File: src/rtl/uart_pkg.sv
`default_nettype none
// ---------------------------------------------------------------------------
// uart_pkg : shared defaults and helpers for the UART baud generator
// Rev 1.0
// ---------------------------------------------------------------------------
package uart_pkg;

    localparam int UART_CNT_W  = 16;
    localparam int UART_FRAC_W = 4;
    localparam int UART_OVS    = 16;

    function automatic int ovs_cnt_w(input int ovs);
        return $clog2(ovs);
    endfunction

endpackage : uart_pkg
`default_nettype wire

File: src/rtl/uart_frac_div.sv
`default_nettype none
// ---------------------------------------------------------------------------
// uart_frac_div : integer + fractional period divider producing a raw tick
// Rev 1.0
// ---------------------------------------------------------------------------
module uart_frac_div
    import uart_pkg::*;
#(
    parameter int CNT_W  = UART_CNT_W,
    parameter int FRAC_W = UART_FRAC_W
) (
    input  logic              ACLK,
    input  logic              ARESETn,
    input  logic              i_enable,
    input  logic [CNT_W-1:0]  i_baud_val,
    input  logic [FRAC_W-1:0] i_baud_frac,
    output logic              o_tick
);

    logic [CNT_W-1:0]  r_period_cnt;
    logic [FRAC_W-1:0] r_frac_acc;
    logic              r_ext;
    logic              r_tick;

    logic [CNT_W:0]    w_limit;
    logic [FRAC_W:0]   w_frac_sum;
    logic              w_terminal;

    assign w_limit    = {1'b0, i_baud_val} + {{CNT_W{1'b0}}, r_ext};
    assign w_frac_sum = {1'b0, r_frac_acc} + {1'b0, i_baud_frac};
    // All-ones guard keeps a maximal divisor with a pending extension from wrapping the counter.
    assign w_terminal = ({1'b0, r_period_cnt} >= w_limit) || (&r_period_cnt);

    always_ff @(posedge ACLK) begin
        if (!ARESETn || !i_enable) begin
            r_period_cnt <= '0;
            r_frac_acc   <= '0;
            r_ext        <= 1'b0;
            r_tick       <= 1'b0;
        end else begin
            r_tick <= w_terminal;
            if (w_terminal) begin
                r_period_cnt <= '0;
                r_frac_acc   <= w_frac_sum[FRAC_W-1:0];
                r_ext        <= w_frac_sum[FRAC_W];
            end else begin
                r_period_cnt <= r_period_cnt + 1'b1;
            end
        end
    end

    assign o_tick = r_tick;

endmodule : uart_frac_div
`default_nettype wire

File: src/rtl/uart_baud_frac_gen.sv
`default_nettype none
// ---------------------------------------------------------------------------
// uart_baud_frac_gen : oversampling tick, TX bit pulse and re-phasable RX pulse
// Rev 1.0
// ---------------------------------------------------------------------------
module uart_baud_frac_gen
    import uart_pkg::*;
#(
    parameter int CNT_W  = UART_CNT_W,
    parameter int FRAC_W = UART_FRAC_W,
    parameter int OVS    = UART_OVS
) (
    input  logic              ACLK,
    input  logic              ARESETn,
    input  logic              enable,
    input  logic [CNT_W-1:0]  baud_val,
    input  logic [FRAC_W-1:0] baud_frac,
    input  logic              rx_resync,
    output logic              rx_sample_pulse,
    output logic              tx_baud_pulse,
    output logic              rx_bit_pulse
);

    localparam int                c_PH_W    = ovs_cnt_w(OVS);
    localparam logic [c_PH_W-1:0] c_PH_LAST = c_PH_W'(OVS - 1);
    localparam logic [c_PH_W-1:0] c_PH_MID  = c_PH_W'(OVS / 2 - 1);

    logic              w_tick;
    logic [c_PH_W-1:0] r_tx_cnt;
    logic [c_PH_W-1:0] r_rx_phase;
    logic              r_sample;
    logic              r_tx_pulse;
    logic              r_rx_pulse;

    uart_frac_div #(
        .CNT_W  (CNT_W),
        .FRAC_W (FRAC_W)
    ) u_frac_div (
        .ACLK        (ACLK),
        .ARESETn     (ARESETn),
        .i_enable    (enable),
        .i_baud_val  (baud_val),
        .i_baud_frac (baud_frac),
        .o_tick      (w_tick)
    );

    always_ff @(posedge ACLK) begin
        if (!ARESETn || !enable) begin
            r_tx_cnt   <= '0;
            r_rx_phase <= '0;
            r_sample   <= 1'b0;
            r_tx_pulse <= 1'b0;
            r_rx_pulse <= 1'b0;
        end else begin
            r_sample   <= w_tick;
            r_tx_pulse <= w_tick && (r_tx_cnt == c_PH_LAST);
            if (w_tick) begin
                r_tx_cnt <= (r_tx_cnt == c_PH_LAST) ? '0 : r_tx_cnt + 1'b1;
            end
            // A resync coinciding with a tick swallows that tick for the RX phase only.
            r_rx_pulse <= w_tick && !rx_resync && (r_rx_phase == c_PH_MID);
            if (rx_resync) begin
                r_rx_phase <= '0;
            end else if (w_tick) begin
                r_rx_phase <= (r_rx_phase == c_PH_LAST) ? '0 : r_rx_phase + 1'b1;
            end
        end
    end

    assign rx_sample_pulse = r_sample;
    assign tx_baud_pulse   = r_tx_pulse;
    assign rx_bit_pulse    = r_rx_pulse;

endmodule : uart_baud_frac_gen
`default_nettype wire
File: config.mk
export PLATFORM = sky130hd
export DESIGN_NAME = uart_baud_frac_gen
export DESIGN_NICKNAME = d
export VERILOG_FILES = /design/src/rtl/uart_pkg.sv /design/src/rtl/uart_frac_div.sv /design/src/rtl/uart_baud_frac_gen.sv
export SDC_FILE = /design/constraint.sdc
export NUM_CORES = 1
export LEC_CHECK = 0
export ABC_CLOCK_PERIOD_IN_PS = 4400
export BUFFER_PORTS_ARGS = -buffer_cell sky130_fd_sc_hd__buf_2
export CAP_MARGIN = 10
export CORE_AREA = 10 10 73 75
export CTS_CLUSTER_DIAMETER = 60
export DETAILED_ROUTE_END_ITERATION = 16
export DIE_AREA = 0 0 83 85
export PLACE_DENSITY_LB_ADDON = 0.08
export SYNTH_ARGS = -nofsm -noshare
export SYNTH_HDL_FRONTEND = slang
export SYNTH_SLANG_ARGS = --single-unit
export TNS_END_PERCENT = 10
File: constraint.sdc
create_clock -name ACLK -period 4.4 [get_ports ACLK]
set_clock_uncertainty 0.2 [all_clocks]
set_input_delay 0.66 -clock ACLK [delete_from_list [all_inputs] [get_ports ACLK]]
set_output_delay 0.66 -clock ACLK [all_outputs]
set_load 0.02 [all_outputs]
==> results.md, run 1 <==
* Run status: finished clean
* Cell seen most often among critical-path stages: ha_1
* Total global routing track utilization at between 10% and 20%
* Worst min path class: reg2reg
* Slew Viols, Final at 0
* DRC marker count from the first detailed-route iteration at 86
* Top area cells in the synthesized netlist: dfxtp_1, ha_1, xor2_1
* Async set-or-reset flop fraction in the synthesized netlist at 0%
* Power per unit of standard cell area at between 200 and 300 nW/um^2
* Share of the clock period used by the worst path at between 70% and 80%
* Post-layout minimum cycle time at approximately 3.5 ns
* Worst slew margin relative to its limit at about 62%
* Critical Path End Type: flop
* Syn nets at about 290
* Initial DRT Pass Iterations at 4
* Post-CTS setup buffer count at 0
* Post-synth top area share at 31.7%
* DRC at 0
* Routed wirelength normalized by instance count at around 13 um
* Critical Path Max Stage Delay at 0.40 ns
* Maximum level of the CTS H-tree at 2
* Starting utilization of the core area at between 50% and 60%
* Leakage power at ~0.97 nW
* Post-synth design cell area at approximately 2100 sq um
* CTS sink count at 33
* Top flip-flop cell by instance count after synthesis: dfxtp_1
* CP arrival at 3.41 ns
* Unrepaired setup endpoints after global routing: false
* Pin count of the biggest net entering global routing at 18
* Cell-by-cell trace of the critical path: buf_2 > ha_1 > ha_1 > and3_1 > and4_1 > xnor2_1 > ha_1 > nand3_1 > or3_1 > o2111a_2 > o21ai_4 > nor2_1
* Via count of the first global-routing pass at approximately 1.6k
* Final hold slack at 0.274 ns
* Clock Pin Slew Worst Setup and Hold Paths at 0.06 ns
* Worst vdd ir at 0.259 mV
* WHS Path Cells at 2
* Finish-stage setup viols at 0
* Placement Rows at 23
* Ratio of routed vias to standard cells at between 5 and 6
* Vertical die dimension at roughly 85 um
* HPWL after DPL at around 3.3 mm
* Crit Path Max Fanout at 16
* Cell type with the highest aggregate area in the netlist: dfxtp_1
* Total congestion overflow after global routing at 0
* Horiz. Die Dim at between 80 and 90 um
* Ratio of cells with drive above 1 in the final layout at about 15%
* Register-to-Register Path Depth at 11
* Utilization after layout at between 60 and 70%
* F_max at just under 0.3 GHz
* Number of cells produced by synthesis at 241
* Last weighted congestion value of the routability-driven placer at about 0.88
* Reg2reg setup slack at about 1.1 ns
* Share of synthesized area occupied by flip-flops and latches at between 30% and 40%
* Clock latency of the later-clocked register in the worst-skew pair at around 0.29 ns
* Maximum clock path buffer count at 2
* Area enclosed by the die boundary at just over 7000 sq um
* Setup Crit Path Kind: in2reg
* Count of antenna-violating nets left after detailed routing at 0
* Transition time at the pin with the least slew margin at between 0.5 and 0.6 ns
* Final net count at 321
* Clock tree root driver cell: clkbuf_8
* Highest-delay cell along the critical path: or3_1
* Number of register bits inferred by synthesis at 33
* Core area at between 3000 and 4000 sq um
* Post-synth EDFFs at 0
* Distinct cell type count of the synthesized netlist at 34
* Post-cts resize count at 0
* Crit path launch type: input port
* Relative area change from synthesis to final layout at 13.2%
* First-pass GRT wire length at approximately 7.4 mm
* Hold buffers post-CTS at 0
* Yosys warning total at 0
* Count of filler cells inserted in the layout at between 300 and 400
* DRT Wirelength at between 4 and 5 mm
* CP Data Required Time at 4.35 ns
* Number of input and output port buffers inserted at 26
* Avg Cell Area, Syn at between 8 and 9 sq um
* Clock buffer count from CTS at 5
* Number of antenna violations at the first check in global routing at 0
* Number of I/O pins at 27
* Max-cap check violation count at 0
* Filler-free cell count of the finished design at 322
* Diodes inserted at 0
* Count of endpoints failing hold in the final timing report at 0
* Setup TNS Final at 0 ns
* TritonCTS clock tree: done
* Number of placed instances, taps included at around 310
* Vias at between 1.5k and 2k
worst paths after layout:
| path | startpoint | endpoint |
|---|---|---|
| worst min-delay path | r_tx_cnt[3]$_SDFFE_PP0P_ | tx_baud_pulse$_SDFF_PP0_ |
| worst max register to register | u_frac_div.r_ext$_SDFFE_PP0P_ | u_frac_div.r_period_cnt[12]$_SDFF_PP0_ |
| worst min register to register | r_tx_cnt[3]$_SDFFE_PP0P_ | tx_baud_pulse$_SDFF_PP0_ |
| worst max-delay path | baud_val[0] | u_frac_div.r_period_cnt[12]$_SDFF_PP0_ |
registers in the layout, indices dropped and copies added, names as in the netlist:
name / cells
u_frac_div.r_ext: 1
r_rx_phase: 4
u_frac_div.r_frac_acc: 4
rx_bit_pulse: 1
u_frac_div.r_period_cnt: 16
u_frac_div.o_tick: 1
rx_sample_pulse: 1
tx_baud_pulse: 1
r_tx_cnt: 4
Yosys cell counts, drive strengths merged (2+ instances only):
cell    number
dfxtp       33
nor2        27
ha          25
nand2       21
xor2        20
nand3       18
a21oi       14
xnor2       12
o21ai       10
and3         9
nor3         9
inv          7
nand4        6
and4         5
a211oi       3
mux2i        3
a21o         2
and2         2
clkbuf       2
nand2b       2
or3          2
critical path: cells and delay by family:
kind                     cells  cell delay (ns)
adder cells (fa/ha/maj)      3             0.75
AND/OR/NAND/NOR              5             1.01
XOR/XNOR                     1             0.13
AO/OA/AOI/OAI                2             0.74
buffers and inverters        1             0.10
layer usage:
metal | up-vias | wire length, um | global-route usage [%]
met5 | - | 0 | 0
met4 | 0 | 58 | 6.19
met3 | 7 | 211 | 3.35
met2 | 35 | 1730 | 18.1
met1 | 767 | 2210 | 16.2
li1 | 917 | - | -
cells by family after synthesis:
kind of cell / after synthesis / share of synthesized area, %
AOI/OAI and AO/OA: 33 / 9.83
muxes: 4 / 1.98
buffers and inverters: 10 / 2.16
and+or+nand+nor: 103 / 25.0
DFF: 33 / 31.7
adders and majority gates: 26 / 15.9
xor gates and xnor gates: 32 / 13.4
where the power goes:
group | leakage (nW) | internal (mW) | switching (mW)
sequential | 0.266 | 0.300 | 0.00102
combinational | 0.647 | 0.0191 | 0.0244
clock | 0.0542 | 0.141 | 0.109
total | 0.968 | 0.460 | 0.135
area by class of cell:
type | count | area [sq um] | area share [%]
inverter | 7 | 26.3 | 1.11
timing repair buffer | 26 | 130 | 5.51
clock buffer | 7 | 96.3 | 4.08
sequential | 33 | 661 | 28.0
tap | 50 | 62.6 | 2.65
clock inverter | 1 | 5.00 | 0.212
multi-input combinational | 198 | 1380 | 58.5
placed cells by master, fill, tap and decap left out, types with 2 or more instances in the layout:
cell	count
and2_1	2
nor2_1	26
o21ai_0	9
and4_1	5
nand2b_1	2
a211oi_1	3
nand3_1	18
inv_1	7
xnor2_1	12
nand4_1	5
mux2i_1	3
or3_1	2
buf_2	26
a21o_1	2
xor2_1	20
clkbuf_8	7
nand2_1	21
nor3_1	9
and3_1	7
a21oi_1	14
dfxtp_1	33
ha_1	25
and3_2	2
through the flow:
step	power (mW)	cell area, sq um	setup slack [ns]
2_1_floorplan	0.330	2090	1.03
3_3_place_gp	0.350	2260	0.681
5_1_grt	0.623	2360	0.768
6_report	0.594	2360	0.947
4_1_cts	0.602	2360	0.925
3_5_place_dp	0.351	2260	0.628
Note: power is estimated with default switching activity, not from simulation.
==> run 2, diff against run 1 <==
ABC_CLOCK_PERIOD_IN_PS = 3350   (was 4400)
clock period = 3.35 ns   (was 4.4 ns; I/O delays follow)
==> run 2 against run 1 <==
Non-clock buffer count grew 10. Global-route usage increased by 0.74 points. Sequential power up 31%. Cell count increased by 2.8%. Via count is 3.9% higher. Setup slack worse by 0.75 ns. Core utilization up 2.5 points. Power grew 28%. Flip-flop and latch count is the same. Clock-buffer cell count stayed put. Sequential share of layout area shrank 1.1 points. Die area unchanged. Critical path type is now reg2reg. Critical endpoint is now u_frac_div.r_frac_acc[3]$_SDFFE_PP0P_. Largest cell class unchanged. Largest power group unchanged.
==> results.md, run 2 (same netlist as run 1, synthesis figures left out) <==
* Run status: finished clean
* Transition time at the pin with the least slew margin at around 0.54 ns
* Count of filler cells inserted in the layout at 358
* Horiz. Die Dim at ~83 um
* Diodes inserted at 0
* Ratio of routed vias to standard cells at ~5.4
* Leakage power at between 1 and 1.5 nW
* Filler-free cell count of the finished design at between 300 and 400
* Register with the highest flop count: u_frac_div.r_period_cnt
* Clock buffer count from CTS at 5
* TritonCTS clock tree: done
* Crit Path Max Fanout at 5
* Highest-delay cell along the critical path: or3_1
* Met3 Use GR at 4.11%
* Count of antenna-violating nets left after detailed routing at 0
* Slew Viols, Final at 0
* Power per unit of standard cell area at roughly 310 nW/um^2
* Placement Rows at 23
* Area of the multi-input gates at roughly 1400 sq um
* Critical Path End Type: flop
* Relative area change from synthesis to final layout at 17.8%
* Critical Path Max Stage Delay at roughly 0.43 ns
* Cell-by-cell trace of the critical path: ha_1 > ha_1 > and3_1 > and4_1 > xnor2_1 > ha_1 > nand3_1 > or3_1 > o2111a_2 > buf_4 > o21ai_0 > a21oi_1
* Most common cell after layout, fill and taps aside: dfxtp_1
* Reg2reg setup slack at just under 0.2 ns
* Setup Crit Path Kind: reg2reg
* Area after detailed placement at 2320 sq um
* Number of I/O pins at 27
* Commonest non-fill, non-tap cells in the layout: dfxtp_1, nor2_1, buf_2, ha_1, nand2_1
* Post-route cell area at around 2500 sq um
* Number of input and output port buffers inserted at 26
* DRC marker count from the first detailed-route iteration at between 70 and 80
* Worst slew margin relative to its limit at ~64%
* Share of the clock period used by the worst path at 94.2%
* DRT Wirelength at approximately 4.3 mm
* Max-cap check violation count at 0
* Post-layout minimum cycle time at around 3.2 ns
* Starting utilization of the core area at between 50% and 60%
* GR Layer Usage met1 at between 10% and 20%
* Termination of the worst setup path: u_frac_div.r_frac_acc[3]$_SDFFE_PP0P_
* Number of antenna violations at the first check in global routing at 0
* Storage cell area at between 600 and 700 sq um
* Initial DRT Pass Iterations at 4
* Crit path launch type: flop
* Worst vdd ir at roughly 0.22 mV
* Max reg flops at 16
* Via count of the first global-routing pass at 1791
* Register-to-Register Path Depth at 12
* Area enclosed by the die boundary at slightly above 7000 sq um
* CP arrival at about 3.1 ns
* Cell seen most often among critical-path stages: ha_1
* Vertical die dimension at about 85 um
* Clock tree root driver cell: clkbuf_8
* Total congestion overflow after global routing at 0
* Pin count of the biggest net entering global routing at 18
* Routed wirelength normalized by instance count at between 10 and 15 um
* Number of placed instances, taps included at approximately 320
* First-pass GRT wire length at slightly below 8 mm
* Met2 track demand over resource in global routing at about a fifth
* R2R Path Start: u_frac_div.r_ext$_SDFFE_PP0P_
* Total global routing track utilization at between 10% and 20%
* Maximum clock path buffer count at 2
* Clock Pin Slew Worst Setup and Hold Paths at about 0.060 ns
* Most Used Layer, Global Route: met2
* Ratio of cells with drive above 1 in the final layout at 19.6%
* Hold buffers post-CTS at 0
* Final net count at between 300 and 400
* Last weighted congestion value of the routability-driven placer at slightly above 0.8
* DRC at 0
* Count of endpoints failing hold in the final timing report at 0
* Clock latency of the later-clocked register in the worst-skew pair at 0.29 ns
* Finish-stage setup viols at 0
* Maximum level of the CTS H-tree at 2
* CTS sink count at 33
* Unrepaired setup endpoints after global routing: false
* Core area at ~3900 sq um
* Worst min path class: in2reg
* Worst R2R End: u_frac_div.r_frac_acc[3]$_SDFFE_PP0P_
* HPWL after DPL at roughly 3.2 mm
* Setup crit start: u_frac_div.r_ext$_SDFFE_PP0P_
* CP Data Required Time at between 3 and 4 ns
* F_max at around 0.32 GHz
* Vias at ~1.8k
-- run 2: cell count changes in the layout (fill, tap and decap cells not counted), sizes merged --
cell,previous run,this run
clkinv,1,0
buf,26,36
-- run 2: worst max-delay path: cells and delay by family, from the launching register on --
kind                       cells  cell delay [ns]
adders and majority gates      3             0.70
buffers and inverters          1             0.15
DFF                            1             0.33
xor gates and xnor gates       1             0.12
and+or+nand+nor                4             0.94
AOI/OAI and AO/OA              3             0.58
-- run 2: final cells by class --
type	instances	area share, %
flip-flops and latches	33	26.9
inverters	7	1.07
multi-input cells	198	57.2
clock buffers	7	3.51
well taps	50	2.54
repair buffers	36	8.85
-- run 2: timing repair --
| action | in CTS | in global routing |
|---|---|---|
| gates resized for setup | 0 | 5 |
| endpoints found under the setup margin | 0 | 21 |
| setup buffers | 0 | 2 |
-- run 2: power by group --
group	internal (mW)	total [mW]	switching [mW]
Clock	0.163	0.306	0.143
Combinational	0.0301	0.0633	0.0332
Sequential	0.393	0.395	0.00125
-- run 2: worst min-delay path by stage --
stage / startpoint / endpoint / slack [ns] / depth (start not counted)
after CTS: rx_resync / r_rx_phase[0]$_SDFFE_PP0P_ / 0.24 / 2
after floorplan: u_frac_div.r_period_cnt[0]$_SDFF_PP0_ / u_frac_div.r_period_cnt[0]$_SDFF_PP0_ / 0.23 / 1
after global routing: rx_resync / r_rx_phase[0]$_SDFFE_PP0P_ / 0.26 / 2
after global placement: u_frac_div.r_period_cnt[0]$_SDFF_PP0_ / u_frac_div.r_period_cnt[0]$_SDFF_PP0_ / 0.26 / 1
final: rx_resync / r_rx_phase[0]$_SDFFE_PP0P_ / 0.25 / 2
after detailed placement: u_frac_div.r_period_cnt[0]$_SDFF_PP0_ / u_frac_div.r_period_cnt[0]$_SDFF_PP0_ / 0.26 / 1
-- run 2: per-layer routing --
layer | share of wire [%] | routed length (um)
met5 | 0 | 0
met2 | 44 | 1900
met4 | 2.3 | 98
met3 | 5.2 | 223
met1 | 48 | 2080
-- run 2: stage by stage --
stage	util [%]	hold WS, ns	setup WS, ns	power [mW]	TNS [ns]
after global routing	62.8	0.261	0.0101	0.792	0
after detailed placement	59.3	0.260	-0.156	0.463	-2.77
after CTS	61.5	0.242	0.0447	0.771	0
final	62.8	0.251	0.193	0.764	0
after global placement	59.3	0.258	-0.137	0.462	-2.10
after floorplan	-	0.230	0.133	0.434	0
==> run 3, diff against run 2 <==
BUFFER_PORTS_ARGS = -buffer_cell sky130_fd_sc_hd__clkbuf_2   (was -buffer_cell sky130_fd_sc_hd__buf_2)
SLEW_MARGIN = 20   (was default)
==> run 3 against run 2 <==
Clock-buffer cell count unchanged. Setup slack got worse by 0.022 ns. First-iteration DRC count increased by 44%. Die area unchanged. Critical endpoint is now u_frac_div.r_frac_acc[1]$_SDFFE_PP0P_. Global-route usage decreased by 0.25 points. Power increased by 2.5%.
==> results.md, run 3 (same netlist as run 1, synthesis figures left out) <==
* Run status: finished clean
* Setup WS post-layout at 0.171 ns
* Worst min path class: in2reg
* Starting utilization of the core area at between 50% and 60%
* Critical Path End Type: flop
* Diodes inserted at 0
* HPWL after DPL at approximately 3.4 mm
* Number of input and output port buffers inserted at 26
* Max-cap check violation count at 0
* Pin count of the biggest net entering global routing at 18
* Routed wirelength normalized by instance count at ~13 um
* Finish-stage setup viols at 0
* Number of I/O pins at 27
* Worst slew margin relative to its limit at between 60% and 70%
* Slew Viols, Final at 0
* Total congestion overflow after global routing at 0
* Clock tree root driver cell: clkbuf_8
* Number of placed instances, taps included at about 320
* Clock Pin Slew Worst Setup and Hold Paths at around 0.06 ns
* CTS sink count at 33
* Setup Crit Path Kind: reg2reg
* Commonest non-fill, non-tap cells in the layout: dfxtp_1, nor2_1, clkbuf_2, ha_1, nand2_1
* Via count of the first global-routing pass at between 1.5k and 2k
* Crit Path Max Fanout at 6
* Clock buffer count from CTS at 5
* Cell-by-cell trace of the critical path: ha_1 > ha_1 > and3_1 > nand3_1 > xor2_1 > ha_1 > and4_1 > a31o_2 > a211oi_2 > buf_4 > o2111ai_1 > and3_1 > nor3_1
* Total global routing track utilization at ~13%
* Filler-free cell count of the finished design at about 330
* Register with the highest flop count: u_frac_div.r_period_cnt
* Core area at just under 4000 sq um
* Power per unit of standard cell area at around 320 nW/um^2
* Maximum level of the CTS H-tree at 2
* Topmost layer with routed signal wires: met4
* Worst slack at placement at -0.168 ns
* DRT Wirelength at 4.31 mm
* Count of antenna-violating nets left after detailed routing at 0
* Number of antenna violations at the first check in global routing at 0
* Horiz. Die Dim at about 83 um
* Post-layout minimum cycle time at ~3.2 ns
* Vertical die dimension at 85 um
* Maximum clock path buffer count at 2
* Crit path launch type: flop
* DRC at 0
* CP Data Required Time at ~3.4 ns
* Last weighted congestion value of the routability-driven placer at approximately 0.8
* Share of the clock period used by the worst path at between 90 and 100%
* Cell seen most often among critical-path stages: ha_1
* WL met3 at roughly 260 um
* Final net count at between 300 and 400
* Relative area change from synthesis to final layout at 17.5%
* Clock latency of the later-clocked register in the worst-skew pair at about 0.28 ns
* Number of buffer and inverter instances along the worst setup path at 1
* Worst vdd ir at 0.296 mV
* Transition time at the pin with the least slew margin at around 0.54 ns
* DRC marker count from the first detailed-route iteration at 111
* Placement Rows at 23
* Ratio of routed vias to standard cells at about 5.4
* Most common cell after layout, fill and taps aside: dfxtp_1
* CP arrival at ~3.2 ns
* DR WL met2 at roughly 2.0 mm
* F_max at about 0.31 GHz
* Initial DRT Pass Iterations at 4
* Ratio of cells with drive above 1 in the final layout at approximately a fifth
* Unrepaired setup endpoints after global routing: true
* Utilization after layout at 62.7%
* Wire length the detailed router placed on met1 at approximately 2 mm
* Critical Path Max Stage Delay at roughly 0.38 ns
* TritonCTS clock tree: done
* Highest-delay cell along the critical path: dfxtp_1
* First-pass GRT wire length at between 7 and 8 mm
* Setup TNS Final at 0 ns
* Cell family contributing the most delay on the critical path: simple AND/OR/NAND/NOR gates
* Leakage power at a little over 1 nW
* Max reg flops at 16
* Vias at between 1.5k and 2k
* Count of endpoints failing hold in the final timing report at 0
* Tot Pwr at roughly 780 uW
* Area enclosed by the die boundary at about 7100 sq um
-- run 3: stage by stage --
stage | hold WS [ns] | instance area (sq um)
6_report | 0.263 | 2450
5_1_grt | 0.264 | 2450
4_1_cts | 0.252 | 2420
3_5_place_dp | 0.262 | 2320
3_3_place_gp | 0.258 | 2320
2_1_floorplan | 0.230 | 2090
-- run 3: metal layers --
metal	up-vias	global-route usage (%)
met1	805	14.9
li1	932	-
met3	7	4.59
met5	-	0
met2	30	21.1
met4	0	5.11
-- run 3: layout make-up --
type | instances | area (sq um)
clock inverters | 1 | 5.00
inverters | 7 | 26.3
fillers | 353 | 1460
multi-input cells | 198 | 1390
flip-flops and latches | 33 | 661
well taps | 50 | 62.6
clock buffers | 7 | 96.3
repair buffers | 35 | 210
-- run 3: power by group --
| group | internal (mW) | switching (mW) | leakage (nW) | total (mW) |
|---|---|---|---|---|
| clock network | 0.186 | 0.140 | 0.0542 | 0.326 |
| registers | 0.393 | 0.00129 | 0.266 | 0.395 |
| logic | 0.0294 | 0.0324 | 0.699 | 0.0619 |
-- run 3: worst paths after layout --
path	startpoint	to	slack (ns)	cells after the start
setup / recovery	u_frac_div.r_ext$_SDFFE_PP0P_	u_frac_div.r_frac_acc[1]$_SDFFE_PP0P_	0.17	13
hold / removal	rx_resync	rx_bit_pulse$_SDFF_PP0_	0.26	2
setup reg to reg	u_frac_div.r_ext$_SDFFE_PP0P_	u_frac_div.r_frac_acc[1]$_SDFFE_PP0P_	0.17	13
hold reg to reg	r_tx_cnt[3]$_SDFFE_PP0P_	tx_baud_pulse$_SDFF_PP0_	0.28	2
-- run 3: what timing repair did --
action | in CTS | in global routing
hold buffers | 0 | 0
buffers inserted | 0 | 1
endpoints found under the hold margin | 0 | 0
setup endpoints to repair | 0 | 21
resized for setup | 0 | 2
